===== src/rtl/phys_free_list.sv =====
// Physical register free list: circular FIFO of free pregs with a speculative head,
// a committed head for full flush recovery, and branch checkpoints of the speculative head.
module phys_free_list #(
    parameter int NUM_PHYS_REGS = 48,
    parameter int NUM_ARCH_REGS = 32,
    parameter int PREG_WIDTH    = 6,
    parameter int CKPT_NUM      = 4,
    localparam int DEPTH        = NUM_PHYS_REGS - NUM_ARCH_REGS,
    localparam int IDX_W        = $clog2(DEPTH),
    localparam int PTR_W        = IDX_W + 1,
    localparam int CKPT_W       = (CKPT_NUM > 1) ? $clog2(CKPT_NUM) : 1
) (
    input  logic                  clk,
    input  logic                  rst,
    input  logic                  alloc_req,
    output logic                  alloc_valid,
    output logic [PREG_WIDTH-1:0] alloc_preg,
    input  logic                  commit_pop,
    input  logic                  free_req,
    input  logic [PREG_WIDTH-1:0] free_preg,
    input  logic                  flush,
    input  logic                  ckpt_save,
    output logic [CKPT_W-1:0]     ckpt_id,
    output logic                  ckpt_avail,
    input  logic                  ckpt_restore,
    input  logic [CKPT_W-1:0]     ckpt_restore_id,
    input  logic                  ckpt_release,
    input  logic [CKPT_W-1:0]     ckpt_release_id,
    output logic                  empty,
    output logic [PTR_W-1:0]      count,
    output logic                  overflow_err
);

    logic [PREG_WIDTH-1:0] mem_q [DEPTH];
    logic [PREG_WIDTH-1:0] mem_d [DEPTH];
    logic [PTR_W-1:0]      spec_head_q, spec_head_d;
    logic [PTR_W-1:0]      commit_head_q, commit_head_d;
    logic [PTR_W-1:0]      tail_q, tail_d;
    logic                  overflow_q, overflow_d;

    logic [CKPT_NUM-1:0]   ckpt_valid_q, ckpt_valid_d;
    logic [PTR_W-1:0]      ckpt_head_q [CKPT_NUM];
    logic [PTR_W-1:0]      ckpt_head_d [CKPT_NUM];
    // younger_q[i][j] set means slot j was saved while slot i was live
    logic [CKPT_NUM-1:0]   ckpt_younger_q [CKPT_NUM];
    logic [CKPT_NUM-1:0]   ckpt_younger_d [CKPT_NUM];

    logic                  full;
    logic                  restore_hit;
    logic                  save_en;
    logic [PTR_W-1:0]      spec_after_alloc;
    logic [CKPT_NUM-1:0]   kill_mask;

    always_comb begin
        count        = tail_q - spec_head_q;
        empty        = (count == '0);
        full         = (tail_q[IDX_W] != spec_head_q[IDX_W]) &&
                       (tail_q[IDX_W-1:0] == spec_head_q[IDX_W-1:0]);
        restore_hit  = ckpt_restore && ckpt_valid_q[ckpt_restore_id];
        alloc_valid  = alloc_req && !empty && !flush && !restore_hit && !rst;
        alloc_preg   = mem_q[spec_head_q[IDX_W-1:0]];
        ckpt_avail   = ~&ckpt_valid_q;
        overflow_err = overflow_q;
        ckpt_id      = '0;
        for (int i = CKPT_NUM - 1; i >= 0; i--) begin
            if (!ckpt_valid_q[i]) begin
                ckpt_id = CKPT_W'(i);
            end
        end
        save_en          = ckpt_save && ckpt_avail && !flush && !restore_hit && !rst;
        spec_after_alloc = spec_head_q + {{(PTR_W-1){1'b0}}, alloc_valid};
    end

    // Tail side and commit head run every cycle, independent of recovery
    always_comb begin
        mem_d         = mem_q;
        tail_d        = tail_q;
        overflow_d    = overflow_q;
        commit_head_d = commit_head_q + {{(PTR_W-1){1'b0}}, commit_pop};
        if (free_req) begin
            if (full) begin
                overflow_d = 1'b1;
            end else begin
                mem_d[tail_q[IDX_W-1:0]] = free_preg;
                tail_d                   = tail_q + 1'b1;
            end
        end
    end

    always_comb begin
        spec_head_d = spec_after_alloc;
        if (flush) begin
            spec_head_d = commit_head_d;
        end else if (restore_hit) begin
            spec_head_d = ckpt_head_q[ckpt_restore_id];
        end
    end

    always_comb begin
        ckpt_valid_d   = ckpt_valid_q;
        ckpt_head_d    = ckpt_head_q;
        ckpt_younger_d = ckpt_younger_q;
        kill_mask      = ckpt_younger_q[ckpt_restore_id];
        kill_mask[ckpt_restore_id] = 1'b1;

        if (ckpt_release) begin
            ckpt_valid_d[ckpt_release_id]   = 1'b0;
            ckpt_younger_d[ckpt_release_id] = '0;
            for (int i = 0; i < CKPT_NUM; i++) begin
                ckpt_younger_d[i][ckpt_release_id] = 1'b0;
            end
        end

        if (flush) begin
            ckpt_valid_d = '0;
            for (int i = 0; i < CKPT_NUM; i++) begin
                ckpt_younger_d[i] = '0;
            end
        end else if (restore_hit) begin
            // Drop the restored slot and everything saved after it
            ckpt_valid_d = ckpt_valid_d & ~kill_mask;
            for (int i = 0; i < CKPT_NUM; i++) begin
                ckpt_younger_d[i] = kill_mask[i] ? '0 : (ckpt_younger_d[i] & ~kill_mask);
            end
        end else if (save_en) begin
            ckpt_head_d[ckpt_id]    = spec_after_alloc;
            ckpt_valid_d[ckpt_id]   = 1'b1;
            ckpt_younger_d[ckpt_id] = '0;
            for (int i = 0; i < CKPT_NUM; i++) begin
                if (ckpt_valid_d[i] && (i != int'(ckpt_id))) begin
                    ckpt_younger_d[i][ckpt_id] = 1'b1;
                end
            end
        end
    end

    always_ff @(posedge clk) begin
        if (rst) begin
            for (int i = 0; i < DEPTH; i++) begin
                mem_q[i] <= PREG_WIDTH'(NUM_ARCH_REGS + i);
            end
            spec_head_q   <= '0;
            commit_head_q <= '0;
            tail_q        <= {1'b1, {IDX_W{1'b0}}};
            overflow_q    <= 1'b0;
            ckpt_valid_q  <= '0;
            for (int i = 0; i < CKPT_NUM; i++) begin
                ckpt_head_q[i]    <= '0;
                ckpt_younger_q[i] <= '0;
            end
        end else begin
            mem_q          <= mem_d;
            spec_head_q    <= spec_head_d;
            commit_head_q  <= commit_head_d;
            tail_q         <= tail_d;
            overflow_q     <= overflow_d;
            ckpt_valid_q   <= ckpt_valid_d;
            ckpt_head_q    <= ckpt_head_d;
            ckpt_younger_q <= ckpt_younger_d;
        end
    end

endmodule


===== config.mk =====
export PLATFORM = sky130hd
export DESIGN_NAME = phys_free_list
export DESIGN_NICKNAME = d
export VERILOG_FILES = /design/src/rtl/phys_free_list.sv
export SDC_FILE = /design/constraint.sdc
export NUM_CORES = 1
export LEC_CHECK = 0
export BUFFER_PORTS_ARGS = -buffer_cell sky130_fd_sc_hd__buf_4
export CAP_MARGIN = 40
export CORE_MARGIN = 10
export CORE_UTILIZATION = 25
export DETAILED_ROUTE_END_ITERATION = 10
export PLACE_DENSITY_LB_ADDON = 0.08
export SYNTH_ARGS = -nofsm -noshare
export SYNTH_HDL_FRONTEND = slang
export SYNTH_SLANG_ARGS = --single-unit

===== constraint.sdc =====
create_clock -name clk -period 3.4 [get_ports clk]
set_input_delay 0.85 -clock clk [delete_from_list [all_inputs] [get_ports clk]]
set_output_delay 0.85 -clock clk [all_outputs]
set_load 0.02 [all_outputs]

==> Implementation_results.wiki <==
{| class="wikitable"
! Metric !! Value
|-
| LEAKAGE || roughly 3.4 nW
|-
| First-pass GRT wire length || 36.3 mm
|-
| Die width || 190 microns
|-
| Number of buffers inserted during clock tree synthesis || 17
|-
| Int Pwr || 3.03 mW
|-
| Met1 wire length || 11.4 mm
|-
| Routed length per placed instance || 19.2 microns
|-
| Crit Path Category || flip-flop to output port
|-
| Starting utilization of the core area || 0.252
|-
| Simple-gate area share of the yosys netlist || 0.163
|-
| Post-synthesis xor/xnor area fraction || 0.0183
|-
| Setup TNS Final || 0 ns
|-
| Fin Clk Skew || 0.0129 ns
|-
| Port-buffer cells || 35
|-
| Final global-route overflow total || 0
|-
| Maximum level of the CTS H-tree || 4
|-
| Slew of the pin with the lowest slew margin || 0.814 ns
|-
| Switching share of power || 0.286
|-
| Nature of the critical path endpoint || output port
|-
| Power density over the cells || 493 nW/um^2
|-
| Clock slew at reported path FFs || 0.06 ns
|-
| CTS root buffer || sky130_fd_sc_hd__clkbuf_16
|-
| Crit path DAT || 2.42 ns
|-
| Final clock period utilization by the worst path || 0.962
|-
| Antenna cells || 0
|-
| Maximum achievable frequency || ~310 MHz
|-
| Critical-path top delay cell || sky130_fd_sc_hd__fa_1
|-
| Total vias in the final route || 5942
|-
| Biggest area contributors in the synthesized netlist || sky130_fd_sc_hd__dfxtp_1 41%, sky130_fd_sc_hd__mux4_2 9.1%, sky130_fd_sc_hd__mux2i_1 7.9%
|-
| Register share of total power || 0.421
|-
| Maximum number of pins on one net before global-route repair || 69
|-
| Top-area cell type share of the netlist area || 0.412
|-
| Combinational group share of total power || 0.143
|-
| Final #Nets || 822
|-
| Total count of max-transition violations in the final report || 0
|-
| Setup Viol. Count Final || 0
|-
| Remaining DRCs || 0
|-
| Cell taking the most area after synthesis || sky130_fd_sc_hd__dfxtp_1
|-
| Average via count per standard cell || 5.01
|-
| Area fraction in compound gates after synthesis || 0.168
|-
| HPWL after detailed placement || 15.7 mm
|-
| Largest vdd supply drop || 0.243 mV
|-
| Initial antenna violation count || 0
|-
| Filler cells || 3015
|-
| Largest fanout on the critical path || 4
|-
| Leading register cell type out of synthesis || sky130_fd_sc_hd__dfxtp_1
|-
| First DRT Iteration DRCs || between 400 and 500
|-
| Number of synthesis warnings || 0
|-
| Height of the die || 190 microns
|-
| Number of distinct library cells after synthesis || 55
|-
| Path class of the lowest-slack min-delay path || flip-flop to flip-flop
|-
| Synth Cell Area || 7180 sq um
|-
| Synth async-reset ratio || 0
|-
| Clock share of power || 0.435
|-
| Run status || complete, no violations
|-
| Largest family of logic cells by synthesized area || multiplexers
|-
| Gate count after technology mapping || approximately 760
|-
| Share of post-route cells with drive strength above 1 || 0.189
|-
| Row cnt || 62
|-
| Cell chain of the critical path || inv_1, ha_2, fa_1, nand2b_1, a21oi_2, xor2_2, o31a_1, buf_4
|-
| Clock latency of the later-clocked register in the worst-skew pair || 0.43 ns
|-
| Worst relative slew slack || 0.457
|-
| Post-DRT Antenna Nets || 0
|-
| Total die area || 35900 sq um
|-
| Yosys reg bits || 148
|-
| Average cell area after synthesis || 9.47 sq um
|-
| Global placement routability congestion || approximately 0.75
|-
| Finished Cell Area || 8620 sq um
|-
| Post-synthesis share of cell area spent on full adders, half adders and majority gates || 0.0237
|-
| Core region area || 28500 sq um
|-
| Launching element type of the critical path || flip-flop
|-
| Clock tree from TritonCTS || built
|-
| Met2 wire length || 10.3 mm
|-
| Total wire length || approximately 23 mm
|-
| Final Total Pwr || 4.25 mW
|-
| Sequential element share of the synthesized area || 0.412
|-
| Max-capacitance violation count || 0
|-
| Clk sinks || between 100 and 150
|-
| Mux cell area share after synthesis || 0.172
|-
| Switching component of the power || 1.22 mW
|-
| Final worst path period need || ~3.3 ns
|-
| Synthesized Nets || 791
|-
| Hold violation total from the final report || 0
|-
| Clock Path Buffers || 2
|-
| Placed instance area || 8030 sq um
|-
| Met3 routed wirelength || 834 microns
|-
| WP data required || 2.55 ns
|-
| Number of top-level design ports || 36
|-
| Biggest cell delay along the critical path || 0.39 ns
|-
| Combined global-route utilization of all metal layers || 0.129
|-
| Area Growth Syn to Fin || 19.9%
|-
| Vias in the first global route || 6012
|-
| Number of enable flip-flop cells after synthesis || 0
|-
| Total iterations of the first detailed-routing run || 5
|-
| Top Layer Used || met4
|-
| Number of hold buffers added after cts || 0
|}
## per-layer routing
metal  track usage  up-vias
met5             0        -
met4        0.0357        0
met3        0.0221       16
met2         0.200      125
met1         0.182     2962
li1              -     2839
## stage by stage
step / setup WS (ns) / util / instances / hold slack [ns]
3_3_place_gp: 0.385 / 0.281 / 1155 / 0.437
6_report: 0.129 / 0.302 / 1187 / 0.458
5_1_grt: -0.00302 / 0.302 / 1187 / 0.471
4_1_cts: 0.00313 / 0.301 / 1187 / 0.461
2_1_floorplan: 0.0117 / - / 759 / 0.430
3_5_place_dp: 0.335 / 0.281 / 1155 / 0.446
## path summary, 6_finish.rpt
| path | from | endpoint | slack (ns) | depth (start not counted) |
|---|---|---|---|---|
| hold / removal | mem_q[49] | mem_q[49] | 0.46 | 1 |
| setup reg to reg | tail_q[0] | spec_head_q[4] | 0.35 | 13 |
| hold reg to reg | mem_q[49] | mem_q[49] | 0.46 | 1 |
| setup / recovery | tail_q[0] | alloc_valid | 0.13 | 8 |
## cell usage in the layout (no fill, tap or decap), drive strengths merged, types with 9 or more instances in the layout
| master | synthesis | layout |
|---|---|---|
| dfxtp | 148 | 148 |
| nor2 | 116 | 116 |
| buf | 13 | 75 |
| mux2i | 57 | 57 |
| a211o | 48 | 48 |
| nand2 | 37 | 37 |
| nor3 | 32 | 32 |
| mux4 | 29 | 29 |
| a21oi | 28 | 28 |
| inv | 16 | 23 |
| nand3 | 22 | 22 |
| o21ai | 20 | 20 |
| o2111ai | 18 | 18 |
| clkbuf | 50 | 18 |
| ha | 12 | 12 |
| xor2 | 10 | 10 |
| o211ai | 9 | 9 |
## flip-flops by register name, indices dropped and copies added, names as in the netlist
name,count
ckpt_younger_q,12
overflow_err,1
mem_q,96
ckpt_valid_q,4
commit_head_q,5
ckpt_head_q,20
tail_q,5
spec_head_q,5
## power by group through the flow
stage | combinational [mW] | sequential (mW) | clock [mW]
6_report | 0.609 | 1.79 | 1.85
4_1_cts | 0.615 | 1.79 | 1.92
2_1_floorplan | 0.384 | 1.83 | 0
3_3_place_gp | 0.607 | 1.83 | 0
5_1_grt | 0.669 | 1.79 | 1.98
3_5_place_dp | 0.612 | 1.83 | 0
## Yosys cell counts, types with 2 or more instances
| cell type | number |
|---|---|
| sky130_fd_sc_hd__a211o_1 | 48 |
| sky130_fd_sc_hd__a211oi_1 | 4 |
| sky130_fd_sc_hd__a21boi_0 | 4 |
| sky130_fd_sc_hd__a21o_1 | 2 |
| sky130_fd_sc_hd__a21oi_1 | 28 |
| sky130_fd_sc_hd__a221oi_1 | 6 |
| sky130_fd_sc_hd__a311oi_1 | 2 |
| sky130_fd_sc_hd__a31oi_1 | 7 |
| sky130_fd_sc_hd__and2_1 | 2 |
| sky130_fd_sc_hd__and3_1 | 8 |
| sky130_fd_sc_hd__buf_1 | 6 |
| sky130_fd_sc_hd__buf_2 | 7 |
| sky130_fd_sc_hd__clkbuf_1 | 49 |
| sky130_fd_sc_hd__dfxtp_1 | 148 |
| sky130_fd_sc_hd__ha_1 | 12 |
| sky130_fd_sc_hd__inv_1 | 16 |
| sky130_fd_sc_hd__mux2i_1 | 57 |
| sky130_fd_sc_hd__mux4_2 | 29 |
| sky130_fd_sc_hd__nand2_1 | 37 |
| sky130_fd_sc_hd__nand2b_1 | 7 |
| sky130_fd_sc_hd__nand3_1 | 22 |
| sky130_fd_sc_hd__nand3b_1 | 3 |
| sky130_fd_sc_hd__nand4_1 | 4 |
| sky130_fd_sc_hd__nor2_1 | 116 |
| sky130_fd_sc_hd__nor2b_1 | 4 |
| sky130_fd_sc_hd__nor3_1 | 32 |
| sky130_fd_sc_hd__nor3b_1 | 4 |
| sky130_fd_sc_hd__o2111ai_1 | 18 |
| sky130_fd_sc_hd__o211ai_1 | 9 |
| sky130_fd_sc_hd__o21a_1 | 2 |
| sky130_fd_sc_hd__o21ai_0 | 20 |
| sky130_fd_sc_hd__o22ai_1 | 2 |
| sky130_fd_sc_hd__o2bb2ai_1 | 2 |
| sky130_fd_sc_hd__or2_2 | 3 |
| sky130_fd_sc_hd__or3_1 | 5 |
| sky130_fd_sc_hd__or3b_1 | 2 |
| sky130_fd_sc_hd__xnor2_1 | 5 |
| sky130_fd_sc_hd__xor2_1 | 10 |
## area by class of cell
| type | count | area [sq um] | area share |
|---|---|---|---|
| well taps | 384 | 480 | 0.0558 |
| flip-flops and latches | 148 | 2970 | 0.344 |
| clock inverters | 14 | 144 | 0.0167 |
| multi-input cells | 532 | 3960 | 0.460 |
| clock buffers | 18 | 429 | 0.0498 |
| inverters | 16 | 60.1 | 0.00697 |
| repair buffers | 75 | 576 | 0.0668 |
## worst max-delay path: cells and delay by family, from the launching register on
family	cells	cell delay, ns
DFF	1	0.35
AOI/OAI and AO/OA	2	0.49
buffers and inverters	2	0.27
xor gates and xnor gates	1	0.10
adders and majority gates	2	0.59
and+or+nand+nor	1	0.19
## repair_timing
action,4_1_cts,5_1_grt
endpoints found under the hold margin,0,0
buffers inserted,0,0
setup endpoints to repair,0,3
resized for setup,0,4
## kinds of logic after synthesis
kind of cell | Yosys count
fa+ha+maj | 13
flops | 148
buf+inv | 79
compound gates | 163
xor+xnor | 15
simple gates | 254
mux | 87
Note: power is estimated with default switching activity, not from simulation.
